===== src/rtl/logic_sweep_pkg.sv =====
// Shared constants for the logic sweep block: FSM encodings and common truth tables.
package logic_sweep_pkg;

    localparam logic [1:0] ST_IDLE = 2'd0;
    localparam logic [1:0] ST_RUN  = 2'd1;
    localparam logic [1:0] ST_DONE = 2'd2;

    // Truth tables indexed by {a,b}
    localparam logic [3:0] F_AND = 4'b1000;
    localparam logic [3:0] F_XOR = 4'b0110;
    localparam logic [3:0] F_OR  = 4'b1110;
    localparam logic [3:0] F5    = 4'b1101;

endpackage


===== src/rtl/lut2_cell.sv =====
// Single-lane 2-input lookup: the output is the func bit selected by {a,b}.
module lut2_cell (
    input  logic       i_a,
    input  logic       i_b,
    input  logic [3:0] i_func,
    output logic       o_s
);

    assign o_s = i_func[{i_a, i_b}];

endmodule


===== src/rtl/logic_sweep.sv =====
// Sweeps every {a,b} operand pair through a WIDTH-lane 2-input LUT and accumulates
// the population count and XOR signature of all results.
module logic_sweep
    import logic_sweep_pkg::*;
#(
    parameter int unsigned WIDTH = 2,
    localparam int unsigned CW = 2 * WIDTH + $clog2(WIDTH) + 1
) (
    input  logic             i_clk,
    input  logic             i_reset,
    input  logic             i_start,
    input  logic             i_mode,
    input  logic             i_step,
    input  logic             i_abort,
    input  logic [3:0]       i_func,
    output logic             o_vec_valid,
    output logic [WIDTH-1:0] o_vec_a,
    output logic [WIDTH-1:0] o_vec_b,
    output logic [WIDTH-1:0] o_vec_s,
    output logic             o_busy,
    output logic             o_done,
    output logic [CW-1:0]    o_ones_cnt,
    output logic [WIDTH-1:0] o_sig
);

    localparam int unsigned NW = 2 * WIDTH;

    logic [1:0]       r_state;
    logic [1:0]       w_state_nxt;
    logic [NW-1:0]    r_cnt;
    logic [NW-1:0]    w_cnt_src;
    logic [3:0]       r_func;
    logic             r_mode;
    logic             r_last;
    logic             r_vec_valid;
    logic [WIDTH-1:0] r_vec_a;
    logic [WIDTH-1:0] r_vec_b;
    logic [WIDTH-1:0] w_vec_s;
    logic [WIDTH-1:0] r_sig;
    logic [CW-1:0]    r_ones;
    logic [CW-1:0]    w_pop;
    logic             w_start_ok;
    logic             w_fire;

    assign w_start_ok = (r_state == ST_IDLE) && i_start;
    assign w_cnt_src  = w_start_ok ? '0 : r_cnt;

    // Free-run emits vector 0 on the start edge; r_last blocks the counter wrap.
    assign w_fire = (w_start_ok && !i_mode)
                  || ((r_state == ST_RUN) && !i_abort && !r_last && (!r_mode || i_step));

    always_comb begin
        w_state_nxt = r_state;
        case (r_state)
            ST_IDLE: if (i_start) w_state_nxt = ST_RUN;
            ST_RUN: begin
                if (i_abort) begin
                    w_state_nxt = ST_IDLE;
                end else if (r_last) begin
                    w_state_nxt = ST_DONE;
                end
            end
            ST_DONE: w_state_nxt = ST_IDLE;
            default: w_state_nxt = ST_IDLE;
        endcase
    end

    for (genvar gi = 0; gi < WIDTH; gi++) begin : g_lane
        lut2_cell u_cell (
            .i_a    (r_vec_a[gi]),
            .i_b    (r_vec_b[gi]),
            .i_func (r_func),
            .o_s    (w_vec_s[gi])
        );
    end

    always_comb begin
        w_pop = '0;
        for (int i = 0; i < WIDTH; i++) begin
            w_pop = w_pop + CW'(w_vec_s[i]);
        end
    end

    always_ff @(posedge i_clk or posedge i_reset) begin
        if (i_reset) begin
            r_state     <= ST_IDLE;
            r_cnt       <= '0;
            r_func      <= '0;
            r_mode      <= 1'b0;
            r_last      <= 1'b0;
            r_vec_valid <= 1'b0;
            r_vec_a     <= '0;
            r_vec_b     <= '0;
            r_ones      <= '0;
            r_sig       <= '0;
        end else begin
            r_state     <= w_state_nxt;
            r_vec_valid <= w_fire;
            if (w_start_ok) begin
                r_func <= i_func;
                r_mode <= i_mode;
                r_last <= 1'b0;
                r_ones <= '0;
                r_sig  <= '0;
            end else if (r_vec_valid) begin
                r_ones <= r_ones + w_pop;
                r_sig  <= r_sig ^ w_vec_s;
            end
            if (w_fire) begin
                r_cnt              <= w_cnt_src + NW'(1);
                {r_vec_a, r_vec_b} <= w_cnt_src;
                r_last             <= &w_cnt_src;
            end else if (w_start_ok) begin
                r_cnt <= '0;
            end
        end
    end

    assign o_vec_valid = r_vec_valid;
    assign o_vec_a     = r_vec_a;
    assign o_vec_b     = r_vec_b;
    assign o_vec_s     = w_vec_s;
    assign o_busy      = (r_state == ST_RUN);
    assign o_done      = (r_state == ST_DONE);
    assign o_ones_cnt  = r_ones;
    assign o_sig       = r_sig;

endmodule

===== config.mk =====
export PLATFORM = sky130hd
export DESIGN_NAME = logic_sweep
export DESIGN_NICKNAME = d
export VERILOG_FILES = /design/src/rtl/logic_sweep_pkg.sv /design/src/rtl/lut2_cell.sv /design/src/rtl/logic_sweep.sv
export SDC_FILE = /design/constraint.sdc
export NUM_CORES = 1
export LEC_CHECK = 0
export ABC_AREA = 1
export CORE_MARGIN = 2
export CORE_UTILIZATION = 35
export CTS_BUF_LIST = sky130_fd_sc_hd__clkbuf_8
export DETAILED_ROUTE_END_ITERATION = 16
export DONT_BUFFER_PORTS = 1
export PLACE_DENSITY = 0.57
export REMOVE_ABC_BUFFERS = 1
export SLEW_MARGIN = 25
export SYNTH_ARGS = -nofsm -noshare
export SYNTH_HDL_FRONTEND = slang
export SYNTH_HIERARCHICAL = 1
export SYNTH_SLANG_ARGS = --single-unit

===== constraint.sdc =====
create_clock -name i_clk -period 1.9 [get_ports i_clk]
set_input_delay 0.57 -clock i_clk [delete_from_list [all_inputs] [get_ports i_clk]]
set_output_delay 0.57 -clock i_clk [all_outputs]
set_load 0.02 [all_outputs]

==> results.json <==
{
  "design.portCount": 27,
  "yosys.cell_types.count": 22,
  "portBuffers": 0,
  "wl_per_cell_um": 11.7,
  "layout_utilization": 0.432,
  "synth_area_leaders": "dfrtp_1 48%, nand2_1 16%, inv_1 9.5%, nand3_1 5.7%, nor2_1 4.0%",
  "maximum_number_of_pins_on_one_net_before_global_route_repair": 26,
  "worst-r2r-setup-slack_ns": 0.07,
  "maxCapViolations": 0,
  "max_slew.worst_pin.slew_ns": 0.512,
  "antenna_left": 0,
  "antenna_found_initial": 0,
  "post_cts_hold_buffer_count": 0,
  "crit_arrival_ns": 2.02,
  "ys_seq_area_frac": 0.479,
  "postSynthAreaPerCell_um2": 7.59,
  "hpwlAfterDp_mm": 1.95,
  "number_of_instances_in_the_synthesized_netlist": 172,
  "critPathSlowestCell": "dfrtp_1",
  "timing_worst_setup_path_type": "register to register",
  "initial_utilization": 0.360,
  "grt_first_pass_wirelength_mm": 4.45,
  "cts.sink_count": 25,
  "nNetsFinal": 203,
  "remaining_drc_errors": 0,
  "fraction_of_final_layout_cells_with_drive_strength_greater_than_1": 0.206,
  "synth_top_cell_area_share": 0.479,
  "critPathMaxFanout": 3,
  "hold_path_class": "primary input to async pin",
  "cts_inserted_buffers": 3,
  "timing.hold.ws_ns": 0.235,
  "max_clock_freq_ghz": 0.547,
  "post-synth-top-area-cell": "dfrtp_1",
  "number_of_diodes": 0,
  "rsz0062_at_grt": "yes",
  "detailroute.via_count": 1082,
  "synth_area_um2": 1310,
  "period_share": 0.962,
  "placementRows": 22,
  "yosys_register_bits": 25,
  "drtPass1Iterations": 4,
  "clock-root-buffer": "clkbuf_8",
  "route.final.wire_length_mm": 2.76,
  "routed_via_density": 4.57,
  "synth_warnings": 6,
  "dr.first_iter.drc_count": 55,
  "final.setup.tns_ns": 0,
  "track_usage": 0.138,
  "required_worst_endpoint_ns": 2.10,
  "die_x_um": 65.1,
  "hold_viol_final": 0,
  "maxSlewViolCount": 0,
  "setup_viol": 0,
  "finalClockSkew_ns": 0.00389,
  "cts_tree": "done",
  "static-leakage-power_nw": 0.864,
  "startpoint_type": "register",
  "peakVddDrop_uv": 446,
  "clock_h_tree_levels": 1,
  "layout-area-overhead-vs-synth_pct": 20.2,
  "place.gp.congestion": 0.785,
  "core-area_um2": 3630,
  "finalCriticalPeriod_ns": 1.83,
  "timing.slew.headroom": 0.659,
  "grt_pass1_vias": 1003,
  "worst_skew_pair.late_latency_ns": 0.27,
  "clkTransAtPathRegs_ns": 0.09,
  "critical_path.cell_chain": "inv_1, nand2_1, nand3_2, nand2_2, inv_1, fa_2, inv_2, ha_4, nand3_2, nor2_2, o21ai_0, a21oi_1",
  "layout_common_cells": "51 x nand2_1, 31 x inv_1, 25 x dfrtp_1",
  "power-per-cell-area_nw_per_um2": 1160,
  "die_height_um": 65.1,
  "p_total_mw": 1.82,
  "critPathMaxStageDelay_ns": 0.40,
  "setup.worst_path.end_class": "register",
  "globalRouteOverflowTotal": 0,
  "die_area_um2": 4240,
  "layout_commonest_cell": "nand2_1",
  "clockBufferDepth": 2,
  "status": "finished, final reports clean"
}
routing by layer:
layer	global-route usage	share of wire
met1	0.169	0.45
met2	0.232	0.49
met3	0.0342	0.052
met4	0.0625	0.012
met5	0	0
through the flow:
stage | instance area, um2 | cells | setup WS, ns
floorplan | 1280 | 168 | -0.173
global placement | 1420 | 226 | 0.0465
detailed placement | 1420 | 226 | -0.0282
CTS | 1500 | 233 | -0.00113
global route | 1570 | 237 | -0.0680
finish | 1570 | 237 | 0.0728
power by group:
part           leakage [nW]  total, mW  internal (mW)  switching [mW]
sequential            0.329      0.782          0.639           0.144
clock                0.0269      0.313          0.145           0.168
combinational         0.509      0.720          0.311           0.410
total                 0.864       1.82           1.09           0.721
area by class of cell:
type / count / area (um2)
Clock buffer: 3 / 41.3
Clock inverter: 1 / 3.75
Fill cell: 385 / 2060
Inverter: 33 / 124
Multi-Input combinational cell: 110 / 581
Sequential cell: 25 / 626
Tap cell: 48 / 60.1
Timing Repair Buffer: 17 / 135
critical path: cells and delay by family, from the launching register on:
kind	cells	cell delay [ns]
AOI/OAI and AO/OA	2	0.25
buffers and inverters	3	0.20
and+or+nand+nor	5	0.45
DFF	1	0.40
adders and majority gates	2	0.46
final timing paths:
| kind | depth (start not counted) | start | to |
|---|---|---|---|
| min reg2reg | 1 | r_mode | r_mode |
| max in group asynchronous | 2 | i_reset | r_cnt[3] |
| min | 2 | i_reset | o_ones_cnt[5] |
| max reg2reg | 12 | r_func[3] | o_ones_cnt[4] |
| min in group i_clk | 2 | i_func[0] | r_func[0] |
| max | 12 | r_func[3] | o_ones_cnt[4] |
Yosys cell counts:
cell	count
nand2_8	1
a21oi_1	5
o21ai_0	3
inv_1	33
nand3_1	15
nand2_1	55
dfrtp_1	25
nor2_2	1
nor2_1	14
o211ai_1	1
a21boi_0	1
o21a_1	1
buf_2	3
or2_1	1
and3_1	2
fa_1	1
ha_1	2
mux2i_1	1
nand2_2	2
nor3_1	3
buf_6	1
nand4_1	1
registers in the layout (all words and copies together), names as in the netlist:
name	count
r_last	1
o_vec_a	2
r_mode	1
o_ones_cnt	6
r_state	2
r_cnt	4
o_sig	2
o_vec_valid	1
o_vec_b	2
r_func	4
timing repair:
item                       4_1_cts  5_1_grt
gates cloned                     0        0
pin swaps                        2        5
gates resized for setup          5       13
setup endpoints to repair        1        5
setup buffers                    3        5
cell families after synthesis:
family | Yosys count | share of synthesized area
AOI/OAI and AO/OA | 11 | 0.0479
muxes | 1 | 0.00766
DFF | 25 | 0.479
buffers and inverters | 37 | 0.115
adders and majority gates | 3 | 0.0345
and+or+nand+nor | 95 | 0.316
(Power assumes the default switching activity.)
